<file path="config.mk">
export PLATFORM = sky130hd
export DESIGN_NAME = sad_stream_engine
export DESIGN_NICKNAME = d
export VERILOG_FILES = /design/src/rtl/sad_stream_engine.sv
export SDC_FILE = /design/constraint.sdc
export NUM_CORES = 1
export LEC_CHECK = 0
export BUFFER_PORTS_ARGS = -buffer_cell sky130_fd_sc_hd__buf_2
export CELL_PAD_IN_SITES_DETAIL_PLACEMENT = 1
export CELL_PAD_IN_SITES_GLOBAL_PLACEMENT = 1
export CORE_MARGIN = 3
export CORE_UTILIZATION = 49
export DETAILED_ROUTE_END_ITERATION = 10
export PLACE_DENSITY_LB_ADDON = 0.1
export SLEW_MARGIN = 30
export SYNTH_ARGS = -nofsm -noshare
export SYNTH_HDL_FRONTEND = slang
export SYNTH_SLANG_ARGS = --single-unit
</file>
<file path="constraint.sdc">
create_clock -name clk -period 4.7 [get_ports clk]
set_clock_uncertainty 0.1 [all_clocks]
set_input_delay 0.705 -clock clk [delete_from_list [all_inputs] [get_ports clk]]
set_output_delay 0.705 -clock clk [all_outputs]
set_load 0.01 [all_outputs]
</file>
<file path="src/rtl/sad_stream_engine.sv">
// ---------------------------------------------------------------------------
// sad_stream_engine
//
// Streaming block SAD engine. One row of BLK_W pixel pairs is accepted per
// cycle. Each row goes through a registered abs-diff stage and a registered
// binary adder tree (LOG2W levels). The row sums are then accumulated over
// BLK_H rows into one block SAD. Output backpressure stalls the whole
// pipeline.
//
// Optional feature (define SAD_MIN_SEARCH_EN): tracks the minimum block SAD
// over a window of CAND_NUM consecutive blocks and reports it together with
// the SAD of the window's last block.
//
// Ports:
//   clk      : clock; all logic on the rising edge
//   rstn     : asynchronous active-low reset
//   clr      : synchronous flush of pipeline valids, accumulator, row and
//              candidate counters, sad_vld and best_vld
//   din      : current-block row; pixel k at [k*DWIDTH +: DWIDTH]
//   refi     : reference row, same packing
//   in_vld   : row valid
//   in_rdy   : engine can accept a row
//   sad      : block SAD
//   sad_vld  : sad valid
//   sad_rdy  : downstream accepts sad
//   best_sad : minimum SAD over the window        (SAD_MIN_SEARCH_EN only)
//   best_idx : candidate index of best_sad        (SAD_MIN_SEARCH_EN only)
//   best_vld : qualifies best_sad / best_idx      (SAD_MIN_SEARCH_EN only)
//
// Handshakes: a transfer happens on a rising edge where valid and ready are
// both 1. A source holds valid and its data stable until that edge, and
// valid never depends on ready. On the input side the engine is the sink
// (in_vld/in_rdy). On the output side it is the source (sad_vld/sad_rdy).
// best_* ride on the sad_vld/sad_rdy transfer.
// ---------------------------------------------------------------------------
module sad_stream_engine #(
    parameter int DWIDTH   = 8,
    parameter int BLK_W    = 16,
    parameter int BLK_H    = 16,
    parameter int CAND_NUM = 4,
    localparam int LOG2W   = $clog2(BLK_W),
    localparam int SWIDTH  = DWIDTH + LOG2W + $clog2(BLK_H),
    localparam int IWIDTH  = (CAND_NUM > 1) ? $clog2(CAND_NUM) : 1
) (
    input  logic                    clk,
    input  logic                    rstn,
    input  logic                    clr,
    input  logic [BLK_W*DWIDTH-1:0] din,
    input  logic [BLK_W*DWIDTH-1:0] refi,
    input  logic                    in_vld,
    output logic                    in_rdy,
    output logic [SWIDTH-1:0]       sad,
    output logic                    sad_vld,
`ifdef SAD_MIN_SEARCH_EN
    output logic [SWIDTH-1:0]       best_sad,
    output logic [IWIDTH-1:0]       best_idx,
    output logic                    best_vld,
`endif
    input  logic                    sad_rdy
);

    // The tree is kept at its final width on every level. The sum cannot
    // overflow, and indexing stays uniform across levels.
    localparam int TW = DWIDTH + LOG2W;
    localparam int CW = (BLK_H > 1) ? $clog2(BLK_H) : 1;

    logic              adv;
    logic              accept;
    logic              last_row;
    logic [CW-1:0]     row_cnt;

    logic [DWIDTH:0]   diff;
    logic [DWIDTH-1:0] ad_d [BLK_W];
    logic [DWIDTH-1:0] ad_q [BLK_W];
    logic [TW-1:0]     sum_q [1:LOG2W][BLK_W/2];

    // Bit 0 belongs to the abs-diff stage; bit L belongs to tree level L.
    logic [LOG2W:0]    v_q;
    logic [LOG2W:0]    t_q;

    logic [TW-1:0]     rowsum;
    logic [SWIDTH-1:0] acc;
    logic [SWIDTH-1:0] sad_next;
    logic              blk_done;

    // Global stall: nothing moves while a completed SAD is still waiting.
    assign adv    = ~sad_vld | sad_rdy;
    // A row presented during clr is dropped, so accepting it is harmless.
    // Holding in_rdy high keeps the upstream fetch from stalling on a flush.
    assign in_rdy = adv | clr;
    assign accept = in_vld & adv & ~clr;

    assign last_row = (row_cnt == CW'(BLK_H - 1));

    // Row counter
    always_ff @(posedge clk or negedge rstn) begin
        if (!rstn) begin
            row_cnt <= '0;
        end else if (clr) begin
            row_cnt <= '0;
        end else if (accept) begin
            row_cnt <= last_row ? '0 : row_cnt + CW'(1);
        end
    end

    // Stage 0: per-pixel absolute difference. The extra sign bit of the
    // (DWIDTH+1)-bit difference selects negation.
    always_comb begin
        diff = '0;
        for (int k = 0; k < BLK_W; k++) begin
            diff    = {1'b0, din[k*DWIDTH +: DWIDTH]} - {1'b0, refi[k*DWIDTH +: DWIDTH]};
            ad_d[k] = diff[DWIDTH] ? DWIDTH'(-diff) : DWIDTH'(diff);
        end
    end

    // Datapath registers: abs-diff stage plus adder tree. Data moves on every
    // advancing edge. Whether it means anything is carried by v_q alone.
    always_ff @(posedge clk or negedge rstn) begin
        if (!rstn) begin
            for (int k = 0; k < BLK_W; k++) begin
                ad_q[k] <= '0;
            end
            for (int l = 1; l <= LOG2W; l++) begin
                for (int k = 0; k < BLK_W/2; k++) begin
                    sum_q[l][k] <= '0;
                end
            end
        end else if (adv) begin
            for (int k = 0; k < BLK_W; k++) begin
                ad_q[k] <= ad_d[k];
            end
            for (int k = 0; k < BLK_W/2; k++) begin
                sum_q[1][k] <= TW'(ad_q[2*k]) + TW'(ad_q[2*k+1]);
            end
            for (int l = 2; l <= LOG2W; l++) begin
                for (int k = 0; k < (BLK_W >> l); k++) begin
                    sum_q[l][k] <= sum_q[l-1][2*k] + sum_q[l-1][2*k+1];
                end
            end
        end
    end

    // Valid and last-row tags travel alongside the data.
    always_ff @(posedge clk or negedge rstn) begin
        if (!rstn) begin
            v_q <= '0;
            t_q <= '0;
        end else if (clr) begin
            v_q <= '0;
            t_q <= '0;
        end else if (adv) begin
            v_q <= {v_q[LOG2W-1:0], in_vld};
            t_q <= {t_q[LOG2W-1:0], last_row};
        end
    end

    assign rowsum   = sum_q[LOG2W][0];
    assign sad_next = acc + SWIDTH'(rowsum);
    assign blk_done = v_q[LOG2W] & t_q[LOG2W];

    // Final stage: row accumulation and block output. sad_vld is rewritten on
    // every advancing edge. It therefore drops after a handshake unless a new
    // block completes on that same edge.
    always_ff @(posedge clk or negedge rstn) begin
        if (!rstn) begin
            acc     <= '0;
            sad     <= '0;
            sad_vld <= 1'b0;
        end else if (clr) begin
            acc     <= '0;
            sad_vld <= 1'b0;
        end else if (adv) begin
            sad_vld <= blk_done;
            if (v_q[LOG2W]) begin
                if (t_q[LOG2W]) begin
                    sad <= sad_next;
                    acc <= '0;
                end else begin
                    acc <= sad_next;
                end
            end
        end
    end

`ifdef SAD_MIN_SEARCH_EN
    logic [IWIDTH-1:0] cand_cnt;
    logic              cand_last;

    assign cand_last = (cand_cnt == IWIDTH'(CAND_NUM - 1));

    // Candidate 0 always loads. Later candidates replace the best only on a
    // strictly smaller SAD, so a tie keeps the earlier index.
    always_ff @(posedge clk or negedge rstn) begin
        if (!rstn) begin
            cand_cnt <= '0;
            best_sad <= '0;
            best_idx <= '0;
            best_vld <= 1'b0;
        end else if (clr) begin
            cand_cnt <= '0;
            best_vld <= 1'b0;
        end else if (adv) begin
            best_vld <= blk_done & cand_last;
            if (blk_done) begin
                if ((cand_cnt == '0) || (sad_next < best_sad)) begin
                    best_sad <= sad_next;
                    best_idx <= cand_cnt;
                end
                cand_cnt <= cand_last ? '0 : cand_cnt + IWIDTH'(1);
            end
        end
    end
`else
    // CAND_NUM only shapes the search path. It is referenced here so that it
    // remains a meaningful parameter of the default build.
    if (CAND_NUM < 1) begin : g_cand_num_unused
    end
    if (IWIDTH < 1) begin : g_iwidth_unused
    end
`endif

endmodule

</file>
==> reports/results.ini <==
[worst_setup_path]
critical_path_arrival_ns = 3.10
timing.rr.start = sum_q[360]
cp-startpoint = sum_q[360]
cp_num_buf_inv = 0
r2r_setup_slack_ns = 1.90
critPathRequiredTime_ns = 5.00
critPathKind = reg -> reg
cp_cell_sequence = ha_1 -> fa_1 -> a21o_1 -> a21oi_1 -> nor2b_1 -> o21a_1 -> o21a_1 -> o2111ai_1 -> or3b_2
crit_fanout = 2
slowest_stage = or3b_2
cp-end-kind = register
crit_path_start_kind = register
rr_worst_depth = 9
crit_top_cell = o21a_1
r2r_end = sum_q[284]
cp_top_family = compound AO/OA/AOI/OAI gates
worst_path_largest_cell_delay_ns = 0.45

[power_and_ir_drop]
ir_worst_vdd_v = 0.000290
p_leak_uw = 0.0136
power.density_nw_per_um2 = 574

[final_layout]
post-route-util_pct = 56.9
area_growth_pct = 14.1
fill_cells = 5945
layout.nets = 3648
drive_gt1_share_pct = 13.3
diodes = 0
fin_cells = 3761

[cts]
h-tree-depth = 2
cts.sinks = 321
numCtsBuffers = 38
cts_tree = yes
clkTransAtPathRegs_ns = 0.06
clockRootBuffer = clkbuf_16
clockBufferDepth = 3
clk_latency_ns = 0.53

[floorplan]
die_x_um = 230
core_um2 = 49300
fp.dieH_um = 230
row_count = 81
die_area_um2 = 52800
start_util_pct = 49.9
num_io_pins = 279

[detailed_routing]
drtAntennaViolNets = 0
wl_um = 61700
viasPerCell = 5.54
drtIter0Drc = 727
drt_first_pass_iters = 8
vias = 20835
wire_per_inst_um = 16.4
drc = 0

[placement]
io_buffers = 278
dp.cells = 3689
gp_congestion = 0.826
post-dp-hpwl_um = 46400

[yosys]
synthCells = 2809
synth-seq-area-share_pct = 32.7
synthAdderAreaFrac_pct = 17.3
synth_top_family_by_area = compound AO/OA/AOI/OAI gates
yosys_warnings = 0
ys_async_sr_fraction_pct = 100
syn_avg_cell_area_um2 = 8.74
synth_compound_area_share_pct = 18.6
synth_nets = 3390
synthFlopType = dfrtp_1
synthXorXnorAreaFrac_pct = 9.59
synthMuxAreaShare_pct = 1.66
synth-seq-cells = 321
synthSimpleGateAreaFrac_pct = 15.2
synth_area_um2 = 24600
synth-edff-count = 0
synthDistinctLibCells = 61

[run]
drv_cap = 0

[timing]
finalHoldViolations = 0
slew_viol_final = 0
rsz0062_at_grt = no
worstMarginPinSlew_ns = 0.986
fmax_ghz = 0.357
setup_violations = 0
relSlewSlack_pct = 34.3
fin_crit_ns = 2.80
tns_ns = 0
min_period_over_period_pct = 59.6

[worst_hold_path]
hold_class = in -> reg
holdPathEnd = row_cnt[1]
hold_start = in_vld
worstHoldPathCells = 3

[grt]
grtUsageTotal_pct = 23.1
antenna_found_initial = 0
grt_pass1_vias = 22635
grt_pass1_wl_um = 106000
overflow = 0
grt_max_degree = 207

[outcome]
status = finished, final reports clean

## registers in the layout (all words and copies together), names as in the netlist
| name | flops |
|---|---|
| sad_vld | 1 |
| rowsum | 12 |
| sad | 16 |
| v_q | 5 |
| ad_q | 128 |
| acc | 16 |
| row_cnt | 4 |
| sum_q | 134 |
| t_q | 5 |
## cell families (layout without fill, tap and decap cells)
logic type,after synthesis,in the layout
flops,321,321
compound gates,735,735
fa+ha+maj,320,320
xor+xnor,269,269
simple gates,803,803
mux,39,39
buf+inv,322,610
## report_power, final
part	internal, µW	leakage (µW)	switching [µW]
sequential	3890	0.00386	805
clock	1920	0.000655	1190
combinational	3870	0.00904	4390
## stage by stage
step / cell area, µm² / setup slack, ns / total power [µW] / hold WS, ns
after detailed placement: 26600 / 1.53 / 12900 / 0.366
after CTS: 28000 / 1.88 / 16200 / 0.162
final: 28000 / 1.90 / 16100 / 0.373
after global placement: 26600 / 1.64 / 12400 / 0.356
after global routing: 28000 / 1.72 / 17500 / 0.367
after floorplan: 24600 / 1.92 / 10800 / 0.309
## worst max-delay path by stage
stage                             to  slack, ns  cells past startpoint
after floorplan             ad_q[78]       1.92                     11
after global placement     ad_q[127]       1.64                     12
after detailed placement    ad_q[95]       1.53                     12
after CTS                 sum_q[272]       1.88                      9
after global routing       ad_q[127]       1.72                     12
final                     sum_q[284]       1.90                      9
## Yosys cell counts, types with 25 or more instances
library cell  count  area, µm²
fa_1             32        641
nand2_1         256        961
nor2_1          266        998
xnor2_1         139       1220
clkbuf_1         54        203
o21bai_1         25        188
a21o_1           44        330
nor2b_1          37        231
ha_1            288       3600
o31ai_1          26        195
mux2i_1          25        250
a31oi_1          32        200
o21ai_0         165        826
nand2b_1         54        338
xor2_1          130       1140
nor3_1           66        330
a21oi_1         261       1310
dfrtp_1         321       8030
inv_1           247        927
## timing repair
item,CTS,global route
buffers inserted,0,0
gates resized for setup,0,0
endpoints found under the hold margin,0,29
hold buffers,0,1
## routing by layer
layer | GRT usage [%] | vias up | part of all wire [%]
li1 | - | 10257 | -
met1 | 29.4 | 10236 | 45
met2 | 42.5 | 259 | 51
met3 | 2.32 | 83 | 2.5
met4 | 4.89 | 0 | 1.6
met5 | 0 | - | 0
## tightest hold or removal path, cell delays in order
cell and delay, ns:
buf_2 0.13, nand3_1 0.06, a21oi_1 0.06
## cell type report
class	instances	area [µm²]	area share, %
clock buffer	57	1160	4.13
clock inverter	13	175	0.625
inverter	247	927	3.31
multi-input combinational	2166	15300	54.7
sequential	321	8030	28.7
tap	664	831	2.97
timing repair buffer	293	1560	5.57
## placed cells by master (no fill, tap or decap), types with 25 or more instances in the layout
cell type and n:
fa_1 32, a21o_1 44, o31ai_1 26, nor2b_1 36, o21ai_0 165, a21oi_1 261, buf_2 277, nand2b_1 53
xor2_1 130, nor2_1 266, o21bai_1 25, dfrtp_1 321, clkbuf_16 41, xnor2_1 139, ha_1 288, a31oi_1 32
nor3_1 65, mux2i_1 25, inv_1 247, nand2_1 256
Note: power is estimated with default switching activity, not from simulation.
